### config.mk
export PLATFORM = sky130hd
export DESIGN_NAME = regfile_sb_dump
export DESIGN_NICKNAME = d
export VERILOG_FILES = /design/src/rtl/regfile_pkg.sv /design/src/rtl/regfile_dump_ctrl.sv /design/src/rtl/regfile_sb_dump.sv
export SDC_FILE = /design/constraint.sdc
export NUM_CORES = 2
export LEC_CHECK = 0
export BUFFER_PORTS_ARGS = -buffer_cell sky130_fd_sc_hd__buf_2
export CAP_MARGIN = 10
export CORE_MARGIN = 2
export CORE_UTILIZATION = 42
export DETAILED_ROUTE_END_ITERATION = 8
export MAX_ROUTING_LAYER = met4
export PLACE_DENSITY = 0.61
export SETUP_SLACK_MARGIN = 0.3
export SYNTH_ARGS = -nofsm -noshare
export SYNTH_HDL_FRONTEND = slang
export SYNTH_SLANG_ARGS = --single-unit
### constraint.sdc
create_clock -name clk -period 3.44 [get_ports clk]
set_clock_uncertainty 0.15 [all_clocks]
set_input_delay 0.344 -clock clk [delete_from_list [all_inputs] [get_ports clk]]
set_output_delay 0.344 -clock clk [all_outputs]
set_load 0.02 [all_outputs]
### src/rtl/regfile_pkg.sv
// ---------------------------------------------------------------------------
// regfile_pkg
// Shared constants for the register file slice: default data/address widths
// (also used by the CPU top) and the dump FSM state encoding.
// No ports; import with "import regfile_pkg::*;".
// ---------------------------------------------------------------------------
package regfile_pkg;

    // Default geometry of the KGP-RISC integer register file
    localparam int DEF_DATA_W = 32;
    localparam int DEF_ADDR_W = 5;

    // Dump engine states; kept as plain constants for older tools
    localparam logic [0:0] ST_IDLE = 1'b0;
    localparam logic [0:0] ST_SCAN = 1'b1;

endpackage

### src/rtl/regfile_dump_ctrl.sv
// ---------------------------------------------------------------------------
// regfile_dump_ctrl
// Debug dump engine: walks every register index once and presents each one
// as a valid/ready beat. Each beat's data is snapshotted when it is loaded,
// so later writes to the array do not disturb a stalled beat.
//
// Ports:
//   clk, rst        clock, asynchronous active-low reset
//   dumpStart       request a full dump (honoured only when idle)
//   dumpReady       consumer accepts the current beat
//   rdIdx / rdData  read port into the parent's register array
//   dumpValid       beat valid
//   dumpAddr        index of the current beat
//   dumpData        snapshot of the current beat
//   dumpDone        one-cycle pulse after the final beat is accepted
// ---------------------------------------------------------------------------
module regfile_dump_ctrl
    import regfile_pkg::*;
#(
    parameter int DATA_W = DEF_DATA_W,
    parameter int ADDR_W = DEF_ADDR_W
) (
    input  logic              clk,
    input  logic              rst,
    input  logic              dumpStart,
    input  logic              dumpReady,
    output logic [ADDR_W-1:0] rdIdx,
    input  logic [DATA_W-1:0] rdData,
    output logic              dumpValid,
    output logic [ADDR_W-1:0] dumpAddr,
    output logic [DATA_W-1:0] dumpData,
    output logic              dumpDone
);

    // The last index is all ones, so idx never has to wrap
    localparam logic [ADDR_W-1:0] LAST_IDX = '1;

    logic [0:0]        state;
    logic [ADDR_W-1:0] idx;

    // While idle the next beat to load is register 0; while scanning it is
    // the one after the beat currently on the bus
    assign rdIdx     = (state == ST_SCAN) ? idx + ADDR_W'(1) : '0;
    assign dumpValid = (state == ST_SCAN);
    assign dumpAddr  = idx;

    // FSM, beat index, beat snapshot and the done pulse. The snapshot is
    // taken from the array value before the edge, so a write landing on the
    // next index in the accept cycle is not part of that beat.
    always_ff @(posedge clk or negedge rst) begin
        if (!rst) begin
            state    <= ST_IDLE;
            idx      <= '0;
            dumpData <= '0;
            dumpDone <= 1'b0;
        end else begin
            dumpDone <= 1'b0;
            if (state == ST_IDLE) begin
                if (dumpStart) begin
                    state    <= ST_SCAN;
                    idx      <= '0;
                    dumpData <= rdData;
                end
            end else if (dumpReady) begin
                if (idx == LAST_IDX) begin
                    state    <= ST_IDLE;
                    idx      <= '0;
                    dumpDone <= 1'b1;
                end else begin
                    idx      <= idx + ADDR_W'(1);
                    dumpData <= rdData;
                end
            end
        end
    end

endmodule

### src/rtl/regfile_sb_dump.sv
// ---------------------------------------------------------------------------
// regfile_sb_dump
// Two-read / one-write register file with write-through bypass, a pending
// scoreboard for pipelined issue, optional hardwired zero register and a
// debug dump port.
//
// Ports:
//   clk, rst                      clock, asynchronous active-low reset
//   rd_addr1/2 -> rd_data1/2      combinational read ports
//   rd_busy1/2                    pending bit of the addressed register
//   wr_en, wr_addr, wr_data       writeback port (also clears pending)
//   iss_en, iss_addr              marks a destination register pending
//   dump_start/valid/ready        dump handshake
//   dump_addr, dump_data          current dump beat
//   dump_done                     pulse after the last beat is accepted
//   res_out                       contents of register RES_ADDR
// ---------------------------------------------------------------------------
module regfile_sb_dump
    import regfile_pkg::*;
#(
    parameter int DATA_W   = DEF_DATA_W,
    parameter int ADDR_W   = DEF_ADDR_W,
    parameter int ZERO_REG = 1,
    parameter int BYPASS   = 1,
    parameter int RES_ADDR = 31
) (
    input  logic              clk,
    input  logic              rst,
    input  logic [ADDR_W-1:0] rd_addr1,
    input  logic [ADDR_W-1:0] rd_addr2,
    output logic [DATA_W-1:0] rd_data1,
    output logic [DATA_W-1:0] rd_data2,
    output logic              rd_busy1,
    output logic              rd_busy2,
    input  logic              wr_en,
    input  logic [ADDR_W-1:0] wr_addr,
    input  logic [DATA_W-1:0] wr_data,
    input  logic              iss_en,
    input  logic [ADDR_W-1:0] iss_addr,
    input  logic              dump_start,
    output logic              dump_valid,
    input  logic              dump_ready,
    output logic [ADDR_W-1:0] dump_addr,
    output logic [DATA_W-1:0] dump_data,
    output logic              dump_done,
    output logic [DATA_W-1:0] res_out
);

    localparam int                DEPTH   = 2 ** ADDR_W;
    localparam logic [ADDR_W-1:0] RES_IDX = ADDR_W'(RES_ADDR);

    logic [DATA_W-1:0] regs [DEPTH];
    logic [DEPTH-1:0]  pending;
    logic              wrHit;
    logic              issHit;
    logic [ADDR_W-1:0] dumpRdIdx;
    logic [DATA_W-1:0] dumpRdData;

    // Writes and issues aimed at a hardwired zero register are dropped here,
    // so register 0 can never hold data or become pending
    assign wrHit  = wr_en  && !((ZERO_REG != 0) && (wr_addr  == '0));
    assign issHit = iss_en && !((ZERO_REG != 0) && (iss_addr == '0));

    // Register array
    always_ff @(posedge clk or negedge rst) begin
        if (!rst) begin
            for (int i = 0; i < DEPTH; i++) begin
                regs[i] <= '0;
            end
        end else if (wrHit) begin
            regs[wr_addr] <= wr_data;
        end
    end

    // Scoreboard: an issue to the same register as a writeback in the same
    // cycle belongs to a newer producer, so the set has priority
    always_ff @(posedge clk or negedge rst) begin
        if (!rst) begin
            pending <= '0;
        end else begin
            for (int i = 0; i < DEPTH; i++) begin
                if (issHit && (iss_addr == ADDR_W'(i))) begin
                    pending[i] <= 1'b1;
                end else if (wrHit && (wr_addr == ADDR_W'(i))) begin
                    pending[i] <= 1'b0;
                end
            end
        end
    end

    // Read port 1: array value, overridden by same-cycle write data, and
    // finally forced to zero for a hardwired register 0
    always_comb begin
        rd_data1 = regs[rd_addr1];
        rd_busy1 = pending[rd_addr1];
        if ((BYPASS != 0) && wr_en && (wr_addr == rd_addr1)) begin
            rd_data1 = wr_data;
            rd_busy1 = 1'b0;
        end
        if ((ZERO_REG != 0) && (rd_addr1 == '0)) begin
            rd_data1 = '0;
            rd_busy1 = 1'b0;
        end
    end

    // Read port 2, same priority as port 1
    always_comb begin
        rd_data2 = regs[rd_addr2];
        rd_busy2 = pending[rd_addr2];
        if ((BYPASS != 0) && wr_en && (wr_addr == rd_addr2)) begin
            rd_data2 = wr_data;
            rd_busy2 = 1'b0;
        end
        if ((ZERO_REG != 0) && (rd_addr2 == '0)) begin
            rd_data2 = '0;
            rd_busy2 = 1'b0;
        end
    end

    // Mirror and dump read port see the stored array only, never the bypass
    assign res_out    = regs[RES_IDX];
    assign dumpRdData = regs[dumpRdIdx];

    regfile_dump_ctrl #(
        .DATA_W (DATA_W),
        .ADDR_W (ADDR_W)
    ) dumpCtrl (
        .clk       (clk),
        .rst       (rst),
        .dumpStart (dump_start),
        .dumpReady (dump_ready),
        .rdIdx     (dumpRdIdx),
        .rdData    (dumpRdData),
        .dumpValid (dump_valid),
        .dumpAddr  (dump_addr),
        .dumpData  (dump_data),
        .dumpDone  (dump_done)
    );

endmodule

**Yosys cells after proc, flatten, opt, wreduce, memory -nomap -nowiden**

Index checks and enable logic that the tools add are counted.

- Flip-flop bits (word level): 1095
- Latch bits: 0
- RAM bits: 0
- ROM bits: 0
- Input bits: 58
- Output and inout port bits: 137
- Logic and storage cells: 361
- Memories: 0

- Add/sub/neg operators: 1
- Multiply operators: 0
- Divide/modulo/power cells: 0
- Order comparisons: 7
- Equal/unequal tests: 67
- Shifts and indexed selects: 0
- Mux-type cells: 104
- Bitwise gates (word level): 4
- Reductions and logical operators: 110

Operators with widths:

| kind | number |
|---|---|
| bitwise mux 1024 bit | 1 |
| binary-select mux 32 bit (select 5 bit) | 3 |
| 2-to-1 mux 32 bit | 15 |
| == test 5 bit (second input constant) | 33 |
| demux 32 bit (select 5 bit) | 1 |
| == test 5 x 4 -> 1 bit (second input constant) | 16 |
| 2-to-1 mux 1 bit | 77 |
| logical AND 1 bit | 69 |
| nonzero test 2 bit | 33 |
| == test 5 x 3 -> 1 bit (second input constant) | 8 |
| 2-to-1 mux 5 bit | 5 |
| >= comparator 6 bit (second input constant) | 4 |
| inverter 5 -> 6 bit | 4 |
| == test 5 x 2 -> 1 bit (second input constant) | 4 |
| logical NOT 5 bit | 4 |
| less-than comparator 5 x 6 -> 1 bit (second input constant) | 2 |
| binary-select mux 1 bit (select 5 bit) | 2 |
| == test 5 x 1 -> 1 bit (second input constant) | 2 |
| == test 5 bit | 2 |
| less-than comparator 6 x 1 -> 1 bit (second input constant) | 1 |
| adder 5 x 1 -> 5 bit (second input constant) | 1 |
| != test 2 bit (second input constant) | 2 |
| AND reduction 3 bit | 1 |
| logical NOT 1 bit | 2 |
| AND reduction 2 bit | 1 |

**Longest topological paths before layout**

- Depth in word-level cells: 9
- Depth in mapped cells: 11
- Mapped depth without buffers: 9

**Modules after synthesis**

Synthesis repeated with hierarchy kept, for this count alone.

- Cells, all modules: 4263
- Area total of the unflattened synthesis: 66062.1 um^2

By module, submodules not included:

| module | times used | cells each | area each (um^2) | seq. area each (um^2) |
|---|---|---|---|---|
| regfile_sb_dump | 1 | 4151 | 64316.7 | 26425.3 |
| regfile_dump_ctrl | 1 | 112 | 1745.4 | 975.9 |

**Worst setup path after synthesis**

No wires, ideal clock.

- Path kind: input -> output
- From: input rd_addr2[1]
- To: output rd_data2[10]
- Arrival time: 2.278 ns
- Data required time: 2.946 ns
- Setup slack: 0.668 ns
- Stages: 8
- Buffers on the path: 4
- Cells stage by stage: buf_2 -> buf_2 -> buf_2 -> buf_2 -> mux2i_1 -> a21oi_1 -> nor2_1 -> o41ai_1

- Longest elaborated chain between the ends: 6
- Elaborated cells between the ends (all ways): 9
- Those cells by class: 1 x eq/ne; 5 x mux; 1 x bitwise; 2 x reduce/logical

Ends and longest elaborated chain:

| item | line | text |
|---|---|---|
| start, declared | regfile_sb_dump.sv:30 | `input logic [ADDR_W-1:0] rd_addr2,` |
| inverter 5 -> 6 bit (not written as such) | regfile_sb_dump.sv:108 | `rd_data2 = regs[rd_addr2];` |
| binary-select mux 32 bit (select 5 bit) | regfile_sb_dump.sv:108 |  |
| 2-to-1 mux 32 bit (not written as such) (2 in a row) | regfile_sb_dump.sv:108 |  |
| 2-to-1 mux 32 bit | regfile_sb_dump.sv:110 | `if ((BYPASS != 0) && wr_en && (wr_addr == rd_addr2)) begin` |
| 2-to-1 mux 32 bit * | regfile_sb_dump.sv:114 | `if ((ZERO_REG != 0) && (rd_addr2 == '0)) begin` |
| end, declared | regfile_sb_dump.sv:32 | `output logic [DATA_W-1:0] rd_data2,` |

Every way passes the cells marked *; elsewhere a longest branch is shown, timed or not. The select of a mux whose other input is x is not followed.

**Final worst setup path**

- From: register regs[650] (netlist name)
- To: output rd_data2[10]

- Longest elaborated chain between the ends: 5

Ends and longest elaborated chain:

| item | line | text |
|---|---|---|
| start, declared | regfile_sb_dump.sv:52 | `logic [DATA_W-1:0] regs [DEPTH];` |
| start signal, assigned by index | regfile_sb_dump.sv:71 | `regs[wr_addr] <= wr_data;` |
| binary-select mux 32 bit (select 5 bit) | regfile_sb_dump.sv:108 |  |
| 2-to-1 mux 32 bit (not written as such) (2 in a row) | regfile_sb_dump.sv:108 |  |
| 2-to-1 mux 32 bit | regfile_sb_dump.sv:110 |  |
| 2-to-1 mux 32 bit | regfile_sb_dump.sv:114 |  |

Every way passes these cells. The select of a mux whose other input is x is not followed.

==> flow_metrics.env <==
export IMPL_status="finished clean"
export IMPL_rsz0062_at_grt="true"
export IMPL_syn_cell_area_mm2=0.06789
export IMPL_rows=147
export IMPL_drt_iter0_markers=8009
export IMPL_ff2ff_setup_slack_ps=310
export IMPL_tightest_slew_ps=1119
export IMPL_wire_per_inst_um=36.46
export IMPL_dr_total_vias=54780
export IMPL_synth_xor_area_share_pct=0.2064
export IMPL_crit_chain="mux4_2 -> mux2_2 -> nor3b_2 -> o41ai_2 -> buf_4 -> buf_4"
export IMPL_synth_compound_area_share_pct=9.770
export IMPL_port_buffers=194
export IMPL_synthTopCellsByCount="mux2_2, dfrtp_1, mux4_2"
export IMPL_p_int_mw=32.94
export IMPL_slew_violations=0
export IMPL_drc=0
export IMPL_pin_count=195
export IMPL_synth_cell_types=71
export IMPL_cp_max_fo=4
export IMPL_die_h_um=406.0
export IMPL_setup_violations=0
export IMPL_synthCells=5363
export IMPL_critPathSlowestCell="mux4_2"
export IMPL_cp_startpoint="regs[650]$_DFFE_PN0P_"
export IMPL_hold_start="wr_data[30]"
export IMPL_nNetsFinal=5580
export IMPL_cpMostUsedCell="buf_4"
export IMPL_min_period_over_period_pct=96.95
export IMPL_synth_top_area_share_pct=40.36
export IMPL_cpPeakStageDelay_ps=490
export IMPL_fillerInstances=13840
export IMPL_grt_start_max_net_pins=121
export IMPL_wl_met2_um=122700
export IMPL_overflow=0
export IMPL_coreArea_mm2=0.1606
export IMPL_cts_buffers=121
export IMPL_antenna_found_initial=13
export IMPL_numClockSinks=1095
export IMPL_async_flop_share_pct=100.0
export IMPL_ys_ff_latch=1095
export IMPL_finalHoldViolCount=0
export IMPL_leakagePower_nw=33.32
export IMPL_synth_mux_area_share_pct=38.86
export IMPL_clkPwrFrac_pct=25.6
export IMPL_arrival_ps=2840
export IMPL_crit_path_end_kind="output pin"
export IMPL_cp_depth=6
export IMPL_synth_top_family_by_area="multiplexers"
export IMPL_met1_length_um=107100
export IMPL_clkTransAtPathRegs_ps=60
export IMPL_reg2reg_to="dumpCtrl.dumpData[17]$_DFFE_PN0P_"
export IMPL_routed_top_layer="met4"
export IMPL_path_class="reg -> out"
export IMPL_place_hpwl_um=174200
export IMPL_cts_tree="yes"
export IMPL_grtUsageTotal_pct=35.00
export IMPL_grt_pass1_wl_um=401700
export IMPL_seqPwrFrac_pct=34.3
export IMPL_cts_htree_levels=3
export IMPL_yosysTopAreaCell="dfrtp_1"
export IMPL_switching_share_pct=38.23
export IMPL_fin_cells=7786
export IMPL_r2r_worst_path_cells=9
export IMPL_dp_cells=7405
export IMPL_combPwrFrac_pct=40.0
export IMPL_slew_limit_headroom_pct=25.40
export IMPL_hold_class="in -> reg"
export IMPL_fin_crit_ps=3335
export IMPL_drtPass1Iterations=9
export IMPL_fmax_ghz=0.2998
export IMPL_start_kind="flip-flop"
export IMPL_fin_tns_setup_ps=0
export IMPL_synth_simple_gate_area_share_pct=6.104
export IMPL_synth_adder_area_share_pct=0.03686
export IMPL_ir_drop_v=0.0005280
export IMPL_yosys_warnings=0
export IMPL_root_buffer="clkbuf_16"
export IMPL_required_ps=2950
export IMPL_grt_pass1_vias=53050
export IMPL_fp_dieW_um=406.0
export IMPL_clk_latency_ps=780
export IMPL_start_util_pct=42.28
export IMPL_drive_above_1_share_pct=49.59
export IMPL_routabilityCongestion=0.9456
export IMPL_power_switching_mw=20.38
export IMPL_critPathTopFamily="multiplexers"
export IMPL_synth_most_common_cell="mux2_2"
export IMPL_yosysSeqAreaShare_pct=40.36
export IMPL_synth_ff_type="dfrtp_1"
export IMPL_via_per_inst=7.036
export IMPL_syn_mean_instance_area_um2=12.66
export IMPL_dieArea_mm2=0.1649
export IMPL_area_growth_pct=17.10
export IMPL_synth_nets=5423
export IMPL_final_antenna_net_count=0
export IMPL_powerDensity_mw_per_mm2=670.8
export IMPL_critPathBufInv=2
export IMPL_clk_path_buf_depth=3
export IMPL_synth_edf_count=0
export IMPL_drv_cap=0
export IMPL_synth_area_top_cells="dfrtp_1, mux4_2, mux2_2, nand2_1, a211oi_1"
export IMPL_wl_met3_um=37460
export IMPL_timing_rr_start="dumpCtrl.dumpAddr[0]$_DFFE_PN0P_"
export IMPL_wl_um=283800
export IMPL_crit_end="rd_data2[10]"
stage by stage:
| step | setup slack, ps | hold WS, ps | area (um^2) | power (mW) | util, % |
|---|---|---|---|---|---|
| after floorplan | 667.8 | -101.6 | 67890 | 30.29 | - |
| after global placement | -28.77 | 127.9 | 73040 | 37.82 | 45.49 |
| after detailed placement | -44.59 | 128.1 | 73040 | 38.17 | 45.49 |
| after CTS | 113.1 | 34.57 | 78820 | 52.42 | 49.09 |
| after global routing | 55.72 | 103.4 | 79500 | 54.88 | 49.51 |
| final | 104.8 | 94.84 | 79500 | 53.33 | 49.51 |
placed cells by master (no fill, tap or decap), types with 24 or more instances in the layout:
cell       count
mux2_2      1110
inv_1         24
o221ai_1      37
o21ai_0      114
nand2_1      412
nand3_1       26
and2_1       121
clkbuf_16    124
clkbuf_1      30
a22o_1        31
buf_12       117
o31ai_1       24
buf_4        367
clkbuf_8      32
mux4_2       561
a211oi_2      61
a222oi_1      34
nor2_1       115
dfrtp_1     1091
a31oi_1       79
a221o_1       33
buf_6         37
a311oi_1      89
nor3_1        48
a32o_2        26
a211oi_1     113
mux2i_1      100
nor2_4        25
o22ai_1       25
buf_2        142
worst register-to-register path: cells and delay by family, from the launching register on:
kind            cells  cell delay [ps]
compound gates      3              850
fa+ha+maj           2              560
buf+inv             2              600
flops               1              530
simple gates        2              300
what timing repair did:
item                                    in CTS  in global routing
gates resized for setup                    204                 81
hold buffers                                24                  0
cloned                                       0                  1
endpoints found under the setup margin      59                 59
pin swaps                                   61                 57
buffers inserted                            90                 37
endpoints found under the hold margin      740                  0
cell families (layout without fill, tap and decap cells):
kind of cell,Yosys count,count (layout)
AO/OA/AOI/OAI,875,875
XOR/XNOR,13,13
adder cells (fa/ha/maj),2,2
buffers and inverters,688,943
flip-flops,1095,1095
multiplexers,1793,1793
other,0,8
AND/OR/NAND/NOR,897,897
power groups by stage:
stage / Sequential, mW / Combinational, mW / Clock (mW)
detailed placement: 18.4 / 19.7 / 0
global placement: 18.3 / 19.5 / 0
CTS: 18.1 / 20.5 / 13.7
floorplan: 17.6 / 12.7 / 0
global route: 18.6 / 22.1 / 14.2
finish: 18.3 / 21.4 / 13.7
metal layers:
metal  vias up  GRT usage, %
met2      4180         49.01
met1     28540         45.28
met3       947         11.26
li1      21110             -
met5         -             -
met4         0         18.14
worst min-delay path by stage:
stage                                                   to  slack [ps]  cells past startpoint
after floorplan           dumpCtrl.dumpAddr[0]$_DFFE_PN0P_        -100                      0
after global placement               regs[579]$_DFFE_PN0P_         130                      1
after detailed placement             regs[579]$_DFFE_PN0P_         130                      1
after CTS                            regs[762]$_DFFE_PN0P_          30                      2
after global routing                  regs[94]$_DFFE_PN0P_         100                      2
final                                 regs[94]$_DFFE_PN0P_          90                      2
layout make-up:
cell class / count / area [um^2] / share of cell area (%)
Timing Repair Buffer: 694 / 6603 / 8.305
Tap cell: 2160 / 2703 / 3.399
Multi-Input combinational cell: 3580 / 38560 / 48.50
Clock buffer: 185 / 3631 / 4.567
Antenna cell: 8 / 20.02 / 0.02518
Clock inverter: 36 / 464.2 / 0.5839
Sequential cell: 1095 / 27410 / 34.48
Inverter: 28 / 112.6 / 0.1416
state kept, by name (all words and copies together), names as in the netlist:
name                flops
dumpCtrl.dumpAddr       5
pending                32
dumpCtrl.dumpData      32
dumpCtrl.dumpValid      1
regs                  992
dumpCtrl.dumpDone       1
res_out                32
(Power assumes the default switching activity.)
